--- config.mk ---
export PLATFORM = sky130hd
export DESIGN_NAME = cla_accum16_flat
export DESIGN_NICKNAME = d
export VERILOG_FILES = /design/src/rtl/cla_accum16_if.sv /design/src/rtl/cla_accum16.sv /design/src/flat_wrapper.sv
export SDC_FILE = /design/constraint.sdc
export NUM_CORES = 1
export LEC_CHECK = 0
export BUFFER_PORTS_ARGS = -buffer_cell sky130_fd_sc_hd__buf_4
export CAP_MARGIN = 0
export CELL_PAD_IN_SITES_DETAIL_PLACEMENT = 1
export CELL_PAD_IN_SITES_GLOBAL_PLACEMENT = 2
export CORE_MARGIN = 3
export CORE_UTILIZATION = 24
export DETAILED_ROUTE_END_ITERATION = 10
export PLACE_DENSITY_LB_ADDON = 0.2
export SKIP_LAST_GASP = 1
export SLEW_MARGIN = 0
export SYNTH_ARGS = -nofsm -noshare
export SYNTH_HDL_FRONTEND = slang
export SYNTH_SLANG_ARGS = --single-unit
--- constraint.sdc ---
create_clock -name clk -period 3.55 [get_ports clk]
set_clock_uncertainty 0.1 [all_clocks]
set_input_delay 0.1775 -clock clk [delete_from_list [all_inputs] [get_ports clk]]
set_output_delay 0.1775 -clock clk [all_outputs]
set_load 0.005 [all_outputs]
--- src/rtl/cla_accum16_if.sv ---
// Bundle of the accumulator's control, operand, adder and result signals.
// The slave side is the accumulator; the master side is the surrounding logic and adder.
interface cla_accum16_if #(
    parameter int LEN_W = 8
);
    logic                  start;
    logic [LEN_W-1:0]      len;
    logic                  busy;
    logic                  in_valid;
    logic [15:0]           in_data;
    logic                  in_ready;
    logic [15:0]           add_op1;
    logic [15:0]           add_op2;
    logic [15:0]           add_sum;
    logic                  add_cout;
    logic                  res_valid;
    logic [16+LEN_W-1:0]   res_data;
    logic                  res_ready;

    modport slave (
        input  start, len, in_valid, in_data, add_sum, add_cout, res_ready,
        output busy, in_ready, add_op1, add_op2, res_valid, res_data
    );

    modport master (
        output start, len, in_valid, in_data, add_sum, add_cout, res_ready,
        input  busy, in_ready, add_op1, add_op2, res_valid, res_data
    );
endinterface

--- src/rtl/cla_accum16.sv ---
// Streams len 16-bit operands through an external combinational adder into
// acc plus a carry counter, then offers {carry_cnt, acc} on a valid/ready port.
module cla_accum16 #(
    parameter int LEN_W = 8
) (
    input  logic         clk,
    input  logic         rst,
    cla_accum16_if.slave bus
);
    typedef enum logic [1:0] {
        S_IDLE,
        S_ACCUM,
        S_DONE
    } state_e;

    state_e           state_q, state_d;
    logic [15:0]      acc_q, acc_d;
    logic [LEN_W-1:0] carry_q, carry_d;
    logic [LEN_W-1:0] rem_q, rem_d;
    logic             busy_q, busy_d;

    // NOTE: every state register uses <= so all of them update from the same pre-edge values.
    always_ff @(posedge clk) begin
        if (rst) begin
            state_q <= S_IDLE;
            acc_q   <= '0;
            carry_q <= '0;
            rem_q   <= '0;
            busy_q  <= 1'b0;
        end else begin
            state_q <= state_d;
            acc_q   <= acc_d;
            carry_q <= carry_d;
            rem_q   <= rem_d;
            busy_q  <= busy_d;
        end
    end

    // NOTE: hold-by-default assignments up front keep this block free of inferred latches.
    always_comb begin
        state_d = state_q;
        acc_d   = acc_q;
        carry_d = carry_q;
        rem_d   = rem_q;

        unique case (state_q)
            S_IDLE: begin
                if (bus.start) begin
                    acc_d   = '0;
                    carry_d = '0;
                    rem_d   = bus.len;
                    state_d = (bus.len == '0) ? S_DONE : S_ACCUM;
                end
            end
            S_ACCUM: begin
                // in_ready is high throughout ACCUM, so in_valid alone marks a transfer
                if (bus.in_valid) begin
                    acc_d   = bus.add_sum;
                    carry_d = carry_q + LEN_W'(bus.add_cout);
                    rem_d   = rem_q - LEN_W'(1);
                    if (rem_q == LEN_W'(1)) begin
                        state_d = S_DONE;
                    end
                end
            end
            S_DONE: begin
                if (bus.res_ready) begin
                    state_d = S_IDLE;
                end
            end
            default: state_d = S_IDLE;
        endcase

        busy_d = (state_d != S_IDLE);
    end

    assign bus.busy      = busy_q;
    assign bus.in_ready  = (state_q == S_ACCUM);
    assign bus.res_valid = (state_q == S_DONE);
    assign bus.res_data  = {carry_q, acc_q};
    assign bus.add_op1   = acc_q;
    assign bus.add_op2   = (state_q == S_ACCUM) ? bus.in_data : 16'h0000;
endmodule

--- src/flat_wrapper.sv ---
// flat-port wrapper written by rule: the top's interface ports become plain ports
module cla_accum16_flat 
#(
    parameter int LEN_W = 8
)
  (clk, rst, bus_start, bus_len, bus_in_valid, bus_in_data, bus_add_sum, bus_add_cout, bus_res_ready, bus_busy, bus_in_ready, bus_add_op1, bus_add_op2, bus_res_valid, bus_res_data);
  cla_accum16_if #(.LEN_W(LEN_W)) bus_i ();
  input  logic clk;
  input  logic rst;
  input wire logic [$bits(bus_i.start)-1:0] bus_start;
  input wire logic [$bits(bus_i.len)-1:0] bus_len;
  input wire logic [$bits(bus_i.in_valid)-1:0] bus_in_valid;
  input wire logic [$bits(bus_i.in_data)-1:0] bus_in_data;
  input wire logic [$bits(bus_i.add_sum)-1:0] bus_add_sum;
  input wire logic [$bits(bus_i.add_cout)-1:0] bus_add_cout;
  input wire logic [$bits(bus_i.res_ready)-1:0] bus_res_ready;
  output wire logic [$bits(bus_i.busy)-1:0] bus_busy;
  output wire logic [$bits(bus_i.in_ready)-1:0] bus_in_ready;
  output wire logic [$bits(bus_i.add_op1)-1:0] bus_add_op1;
  output wire logic [$bits(bus_i.add_op2)-1:0] bus_add_op2;
  output wire logic [$bits(bus_i.res_valid)-1:0] bus_res_valid;
  output wire logic [$bits(bus_i.res_data)-1:0] bus_res_data;
  assign bus_i.start = bus_start;
  assign bus_i.len = bus_len;
  assign bus_i.in_valid = bus_in_valid;
  assign bus_i.in_data = bus_in_data;
  assign bus_i.add_sum = bus_add_sum;
  assign bus_i.add_cout = bus_add_cout;
  assign bus_i.res_ready = bus_res_ready;
  assign bus_busy = bus_i.busy;
  assign bus_in_ready = bus_i.in_ready;
  assign bus_add_op1 = bus_i.add_op1;
  assign bus_add_op2 = bus_i.add_op2;
  assign bus_res_valid = bus_i.res_valid;
  assign bus_res_data = bus_i.res_data;
  cla_accum16 #(.LEN_W(LEN_W)) u_core (.clk(clk), .rst(rst), .bus(bus_i));
endmodule
==> results.sh, run 1 <==
export IMPL_grt_pass1_wl_mm=8.852
export IMPL_synth_area_top_cells="dfxtp_1 (39%), a22oi_1 (8.0%), nor2_1 (7.8%), buf_4 (6.7%), and2_1 (6.0%)"
export IMPL_fillCellCount=876
export IMPL_first_pass_iters=4
export IMPL_reg2reg_from="u_core.state_q[0]$_SDFF_PP0_"
export IMPL_crit_start="u_core.state_q[0]$_SDFF_PP0_"
export IMPL_critPathRequiredTime_ps=3670
export IMPL_slowest_delay_ps=630
export IMPL_min_period_over_period=0.6966
export IMPL_intPower_mw=0.7436
export IMPL_dp_hpwl_mm=4.099
export IMPL_chipHeight_um=92.13
export IMPL_drc_errors=0
export IMPL_grt_usage=0.1295
export IMPL_mostFrequentLayoutCell="buf_4"
export IMPL_globalRoute_totalOverflow=0
export IMPL_finalPower_mw=1.014
export IMPL_die_width_um=92.13
export IMPL_numClockSinks=35
export IMPL_worstPathArrival_ps=2600
export IMPL_pwr_share_comb=0.196
export IMPL_ys_seq_area_frac=0.3935
export IMPL_status="complete, no violations"
export IMPL_placed_cell_area_sq_mm=0.002514
export IMPL_cts_buffer_depth=2
export IMPL_antennaDiodeCount=0
export IMPL_mostFrequentLayoutCells="buf_4 (105), nor2_1 (37), dfxtp_1 (35)"
export IMPL_coreArea_sq_mm=0.006982
export IMPL_switching_share=0.2665
export IMPL_crit_type="flop to flop"
export IMPL_drt_iter0_markers=67
export IMPL_initial_core_util=0.2550
export IMPL_antenna_found_initial=0
export IMPL_path_max_fanout=19
export IMPL_whs_ps=22.45
export IMPL_numPortBuffers=104
export IMPL_hp_start="bus_add_sum[1]"
export IMPL_yosysTopAreaCell="dfxtp_1"
export IMPL_power_switching_mw=0.2702
export IMPL_h_tree_depth=2
export IMPL_clock_latency_ps=290
export IMPL_syn_num_nets=267
export IMPL_crit_path_start_kind="flop"
export IMPL_slew_headroom=0.5320
export IMPL_rsz0062_at_grt="no"
export IMPL_cp_top_family="simple AND/OR/NAND/NOR gates"
export IMPL_maxSlewViolCount=0
export IMPL_cts_made_buffers=5
export IMPL_synth_cell_types=34
export IMPL_power_density_mw_per_mm2=385.3
export IMPL_post_drt_wl_per_cell_um=13.75
export IMPL_hold_viol_final=0
export IMPL_grt_pass1_vias=1809
export IMPL_yosysWarnings=0
export IMPL_nNetsFinal=350
export IMPL_syn_area_sq_mm=0.001780
export IMPL_cp_cell_sequence="mux2i_1, or2_1, buf_4, a22oi_1, nor2_1"
export IMPL_grt_max_degree=32
export IMPL_area_delta_synth_final_pct=47.79
export IMPL_setup_tns_ps=0
export IMPL_path_buf_inv=1
export IMPL_end_kind="flop"
export IMPL_finalSetupViolCount=0
export IMPL_clkPwrFrac=0.377
export IMPL_dp_cells=389
export IMPL_fin_area_sq_mm=0.002631
export IMPL_cts_root_buffer="clkbuf_8"
export IMPL_cts_hold_buffers=0
export IMPL_cts_resized_gates=0
export IMPL_path_clk_slew_ps=80
export IMPL_viasPerCell=4.594
export IMPL_io_pins=105
export IMPL_drive_above_1_share=0.3787
export IMPL_rows=30
export IMPL_seqPwrFrac=0.427
export IMPL_max_slew_worst_pin_slew_ps=702.1
export IMPL_syn_instance_count=217
export IMPL_die_area_sq_mm=0.008488
export IMPL_vdd_drop_max_mv=0.1723
export IMPL_syn_area_per_cell_sq_um=8.205
export IMPL_place_congestion=0.7430
export IMPL_fin_cells=397
export IMPL_fin_crit_ps=2473
export IMPL_leakage_nw=1.179
export IMPL_max_freq_ghz=0.4044
export IMPL_ys_ff_latch=35
export IMPL_hold_path_class="input pin to flop"
export IMPL_synth_top_area_share=0.3935
export IMPL_post_cts_buffers=0
export IMPL_cpMaxStageDelayCell="or2_1"
export IMPL_totalWireLength_mm=5.460
export IMPL_cts_tree="yes"
export IMPL_drtAntennaViolNets=0
export IMPL_cap_violations=0
export IMPL_vias=1824
[Yosys cell counts]
master	number
o22ai_1	1
nor3_1	8
mux2i_1	1
a22oi_1	19
a31oi_1	3
buf_2	5
buf_4	16
nor3b_1	2
nor4b_1	1
nand3_1	5
and2_1	17
or3_1	2
nor4_1	5
inv_1	4
a211oi_1	4
inv_2	1
ha_1	4
a21o_1	3
o21ai_0	2
nand4b_1	1
dfxtp_1	35
nand2b_1	5
nor2_1	37
xnor2_1	6
clkbuf_1	8
nand2_1	3
a21oi_1	11
o41ai_1	1
or2_1	1
nand3b_1	1
nor2b_1	1
o21a_1	1
nand4_1	2
a41o_1	1
[state kept, by name, indices dropped and copies added, names as in the netlist]
name,flops
u_core.bus.add_op1,16
u_core.bus.busy,1
u_core.carry_q,8
u_core.rem_q,8
u_core.state_q,2
[through the flow]
stage | setup slack [ps] | utilization
2_1_floorplan | 1937 | -
3_3_place_gp | 1158 | 0.3600
3_5_place_dp | 1084 | 0.3600
4_1_cts | 1034 | 0.3769
5_1_grt | 767.3 | 0.3769
6_report | 1077 | 0.3769
[path summary, 6_finish.rpt]
| kind | endpoint | slack [ps] | depth (start not counted) |
|---|---|---|---|
| worst max-delay path | u_core.bus.add_op1[13]$_SDFFE_PP0P_ | 1080 | 5 |
| worst min register to register | u_core.rem_q[6]$_SDFFE_PP0P_ | 380 | 2 |
| worst max register to register | u_core.bus.add_op1[13]$_SDFFE_PP0P_ | 1080 | 5 |
| worst min-delay path | u_core.bus.add_op1[1]$_SDFFE_PP0P_ | 20 | 3 |
[cell families after synthesis]
| logic type | synth area share |
|---|---|
| buf+inv | 0.1089 |
| mux | 0.005622 |
| simple gates | 0.2593 |
| flops | 0.3935 |
| xor+xnor | 0.02951 |
| fa+ha+maj | 0.02811 |
| compound gates | 0.1750 |
[cell type report]
class                           instances  area, sq um  share of cell area
Clock buffer                            6        82.58             0.03138
Clock inverter                          2        35.03             0.01331
Inverter                                5        18.77            0.007133
Multi-Input combinational cell        148        885.9              0.3367
Sequential cell                        35        700.7              0.2663
Tap cell                               96        120.1             0.04565
Timing Repair Buffer                  105        788.3              0.2996
[layer usage]
metal / vias to the layer above / wire length (um) / track usage
met5: - / 0 / 0
met2: 73 / 2495 / 0.2056
met1: 841 / 2427 / 0.1672
met4: 0 / 57 / 0.03713
met3: 4 / 480 / 0.04266
li1: 906 / - / -
[power groups by stage]
stage	clock (mW)	combinational, mW	sequential, mW
finish	0.382	0.199	0.433
global placement	0	0.201	0.441
global route	0.414	0.225	0.436
floorplan	0	0.112	0.435
detailed placement	0	0.203	0.442
CTS	0.395	0.203	0.433
[tightest hold or removal path, delay by kind of cell]
family / cells / cell delay [ps]
buffers and inverters: 1 / 80
and+or+nand+nor: 1 / 70
AOI/OAI and AO/OA: 1 / 50
Note: power is estimated with default switching activity, not from simulation.
==> run 2: changes to the inputs <==
--- a/config.mk
+++ b/config.mk
@@ -5,12 +5,13 @@
 export SDC_FILE = /design/constraint.sdc
 export NUM_CORES = 1
 export LEC_CHECK = 0
+export ABC_AREA = 1
 export BUFFER_PORTS_ARGS = -buffer_cell sky130_fd_sc_hd__buf_4
 export CAP_MARGIN = 0
 export CELL_PAD_IN_SITES_DETAIL_PLACEMENT = 1
 export CELL_PAD_IN_SITES_GLOBAL_PLACEMENT = 2
 export CORE_MARGIN = 3
-export CORE_UTILIZATION = 24
+export CORE_UTILIZATION = 20
 export DETAILED_ROUTE_END_ITERATION = 10
 export PLACE_DENSITY_LB_ADDON = 0.2
 export SKIP_LAST_GASP = 1
==> constraint.sdc (replaced) <==
create_clock -name clk -period 2.11 [get_ports clk]
set_clock_uncertainty 0.1 [all_clocks]
set_input_delay 0.1055 -clock clk [delete_from_list [all_inputs] [get_ports clk]]
set_output_delay 0.1055 -clock clk [all_outputs]
set_load 0.005 [all_outputs]
==> run 2 against run 1 <==
Combinational power grew 110%. Clock-buffer cell count fell by 1. Flip-flop and latch count unchanged. Register-to-register slack worse by 570 ps. Clock power increased by 66%. Largest power group unchanged. Highest routed layer unchanged.
==> results.sh, run 2 <==
export IMPL_status="complete, no violations"
export IMPL_drtAntennaViolNets=0
export IMPL_leakage_nw=1.493
export IMPL_cpMaxStageDelayCell="dfxtp_1"
export IMPL_die_area_sq_mm=0.01101
export IMPL_crit_type="flop to primary output"
export IMPL_placed_cell_area_sq_mm=0.002704
export IMPL_yosysMostFrequentCell="nand2_1"
export IMPL_worstPathArrival_ps=1500
export IMPL_syn_area_per_cell_sq_um=6.638
export IMPL_postLayoutCoreUtil=0.3176
export IMPL_synthArstFlopShare=0
export IMPL_multiInputGateArea_sq_um=893.4
export IMPL_hold_viol_final=0
export IMPL_ys_flop_type="dfxtp_1"
export IMPL_ys_seq_area_frac=0.3578
export IMPL_cp_cell_sequence="inv_2, nor2_2, inv_2, nor2_1, buf_4"
export IMPL_post_drt_wl_per_cell_um=12.33
export IMPL_max_freq_ghz=0.5877
export IMPL_maxSlewViolCount=0
export IMPL_hold_path_class="input pin to flop"
export IMPL_largest_register_ffs=16
export IMPL_syn_area_sq_mm=0.001958
export IMPL_grt_pass1_vias=2228
export IMPL_rows=35
export IMPL_path_buf_inv=3
export IMPL_yosysWarnings=0
export IMPL_r2r_slack_ps=510
export IMPL_rsz0062_at_grt="no"
export IMPL_totalWireLength_mm=6.496
export IMPL_numClockSinks=35
export IMPL_vias=2121
export IMPL_end_kind="primary output"
export IMPL_antenna_found_initial=0
export IMPL_r2r_end="u_core.rem_q[1]$_SDFFE_PP0P_"
export IMPL_hold_end="u_core.rem_q[3]$_SDFFE_PP0P_"
export IMPL_io_pins=105
export IMPL_crit_start="u_core.state_q[0]$_SDFF_PP0_"
export IMPL_yosysTopAreaCell="dfxtp_1"
export IMPL_grt_usage=0.1178
export IMPL_min_period_over_period=0.8065
export IMPL_cts_made_buffers=5
export IMPL_reg2reg_from="u_core.state_q[0]$_SDFF_PP0_"
export IMPL_cp_common_cell="inv_2"
export IMPL_fillCellCount=1210
export IMPL_fin_crit_ps=1702
export IMPL_slowest_delay_ps=570
export IMPL_nNetsFinal=447
export IMPL_place_congestion=0.7534
export IMPL_path_max_fanout=21
export IMPL_drive_above_1_share=0.3166
export IMPL_synth_edf_count=0
export IMPL_coreArea_sq_mm=0.009371
export IMPL_finalSetupViolCount=0
export IMPL_mostFrequentLayoutCell="buf_4"
export IMPL_dp_hpwl_mm=4.799
export IMPL_synth_cell_types=29
export IMPL_first_pass_iters=4
export IMPL_regArea_sq_um=700.7
export IMPL_antennaDiodeCount=0
export IMPL_initial_core_util=0.2089
export IMPL_drt_iter0_markers=59
export IMPL_syn_instance_count=295
export IMPL_cts_buffer_depth=2
export IMPL_hp_start="bus_len[3]"
export IMPL_path_clk_slew_ps=80
export IMPL_fin_area_sq_mm=0.002977
export IMPL_grt_max_degree=29
export IMPL_setup_tns_ps=0
export IMPL_ys_ff_latch=35
export IMPL_synth_top_area_share=0.3578
export IMPL_ys_top_cells_by_count="nand2_1 (84), inv_1 (38), dfxtp_1 (35), nor2_1 (32), a21oi_1 (27)"
export IMPL_mostFrequentLayoutCells="buf_4 (105), nand2_1 (84), inv_1 (38)"
export IMPL_max_slew_worst_pin_slew_ps=552.5
export IMPL_whs_path_depth=3
export IMPL_cts_tree="yes"
export IMPL_viasPerCell=4.025
export IMPL_syn_num_nets=345
export IMPL_crit_path_start_kind="flop"
export IMPL_drc_errors=0
export IMPL_slew_headroom=0.6294
export IMPL_cap_violations=0
export IMPL_cts_resized_gates=0
export IMPL_synth_area_top_cells="dfxtp_1 (36%), nand2_1 (16%), inv_1 (7.3%), a21oi_1 (6.9%), buf_4 (6.9%)"
export IMPL_clock_latency_ps=290
export IMPL_globalRoute_totalOverflow=0
export IMPL_critPathRequiredTime_ps=1900
export IMPL_vdd_drop_max_mv=0.3440
export IMPL_grt_pass1_wl_mm=10.70
export IMPL_cts_root_buffer="clkbuf_8"
export IMPL_die_width_um=104.9
export IMPL_power_density_mw_per_mm2=598.2
export IMPL_area_delta_synth_final_pct=52.01
export IMPL_numPortBuffers=104
export IMPL_chipHeight_um=104.9
export IMPL_rr_worst_depth=5
export IMPL_cp_top_family="flip-flops"
export IMPL_h_tree_depth=2
-- run 2: changes by cell type in the layout (fill, tap and decap cells not counted), moves of 5 or more --
cell	delta
a22oi_1	-19
inv_1	+34
o21ai_0	+6
and2_1	-17
nand2b_1	-5
nand2_1	+81
nor4_1	-5
dlygate4sd3_1	+16
xnor2_1	-6
a21oi_1	+16
nor2_1	-5
-- run 2: final cells by class --
class,instances,share of cell area
Timing Repair Buffer,121,0.3186
Clock buffer,5,0.02312
Inverter,42,0.05380
Clock inverter,3,0.01471
Multi-Input combinational cell,192,0.3001
Sequential cell,35,0.2354
Tap cell,129,0.05422
-- run 2: worst max path at each step --
| stage | cells after the start | to | slack [ps] |
|---|---|---|---|
| final | 5 | bus_add_op2[10] | 410 |
| after detailed placement | 4 | u_core.bus.add_op1[8]$_SDFFE_PP0P_ | 410 |
| after global routing | 5 | bus_add_op2[0] | 180 |
| after global placement | 7 | u_core.rem_q[7]$_SDFFE_PP0P_ | 510 |
| after floorplan | 10 | u_core.carry_q[4]$_SDFFE_PP0P_ | 790 |
| after CTS | 5 | bus_add_op2[0] | 370 |
-- run 2: kinds of logic after synthesis --
group,count (synthesis),synth area share
AO/OA/AOI/OAI,43,0.1150
AND/OR/NAND/NOR,144,0.3112
buffers and inverters,68,0.1859
XOR/XNOR,1,0.004474
adder cells (fa/ha/maj),4,0.02556
flip-flops,35,0.3578
-- run 2: power by group --
group / switching [mW] / internal, mW / leakage [nW]
logic: 0.214 / 0.201 / 1.15
clock network: 0.283 / 0.352 / 0.0581
registers: 0.0360 / 0.695 / 0.285
total: 0.533 / 1.25 / 1.49
-- run 2: per-layer routing --
layer	track usage	vias up	routed length, um
li1	-	1094	-
met1	0.1533	978	3014
met2	0.1998	47	3196
met3	0.02532	2	253
met4	0.02530	0	31
met5	0	-	0
-- run 2: timing repair --
item	4_1_cts	5_1_grt
hold buffers	16	0
endpoints found under the hold margin	16	0
buffers inserted	0	0
-- run 2: tightest hold or removal path: cells and delay by family --
kind            cells  cell delay [ps]
buf+inv             1               90
compound gates      2              180
-- run 2: stage by stage --
| stage | std cells | hold slack, ps | worst slack [ps] | power (mW) |
|---|---|---|---|---|
| floorplan | 295 | 74.57 | 792.2 | 0.9782 |
| global route | 527 | 19.91 | 180.0 | 1.908 |
| CTS | 527 | 18.48 | 366.3 | 1.821 |
| global placement | 503 | 270.3 | 509.8 | 1.143 |
| finish | 527 | 24.42 | 408.4 | 1.781 |
| detailed placement | 503 | 278.4 | 413.0 | 1.145 |
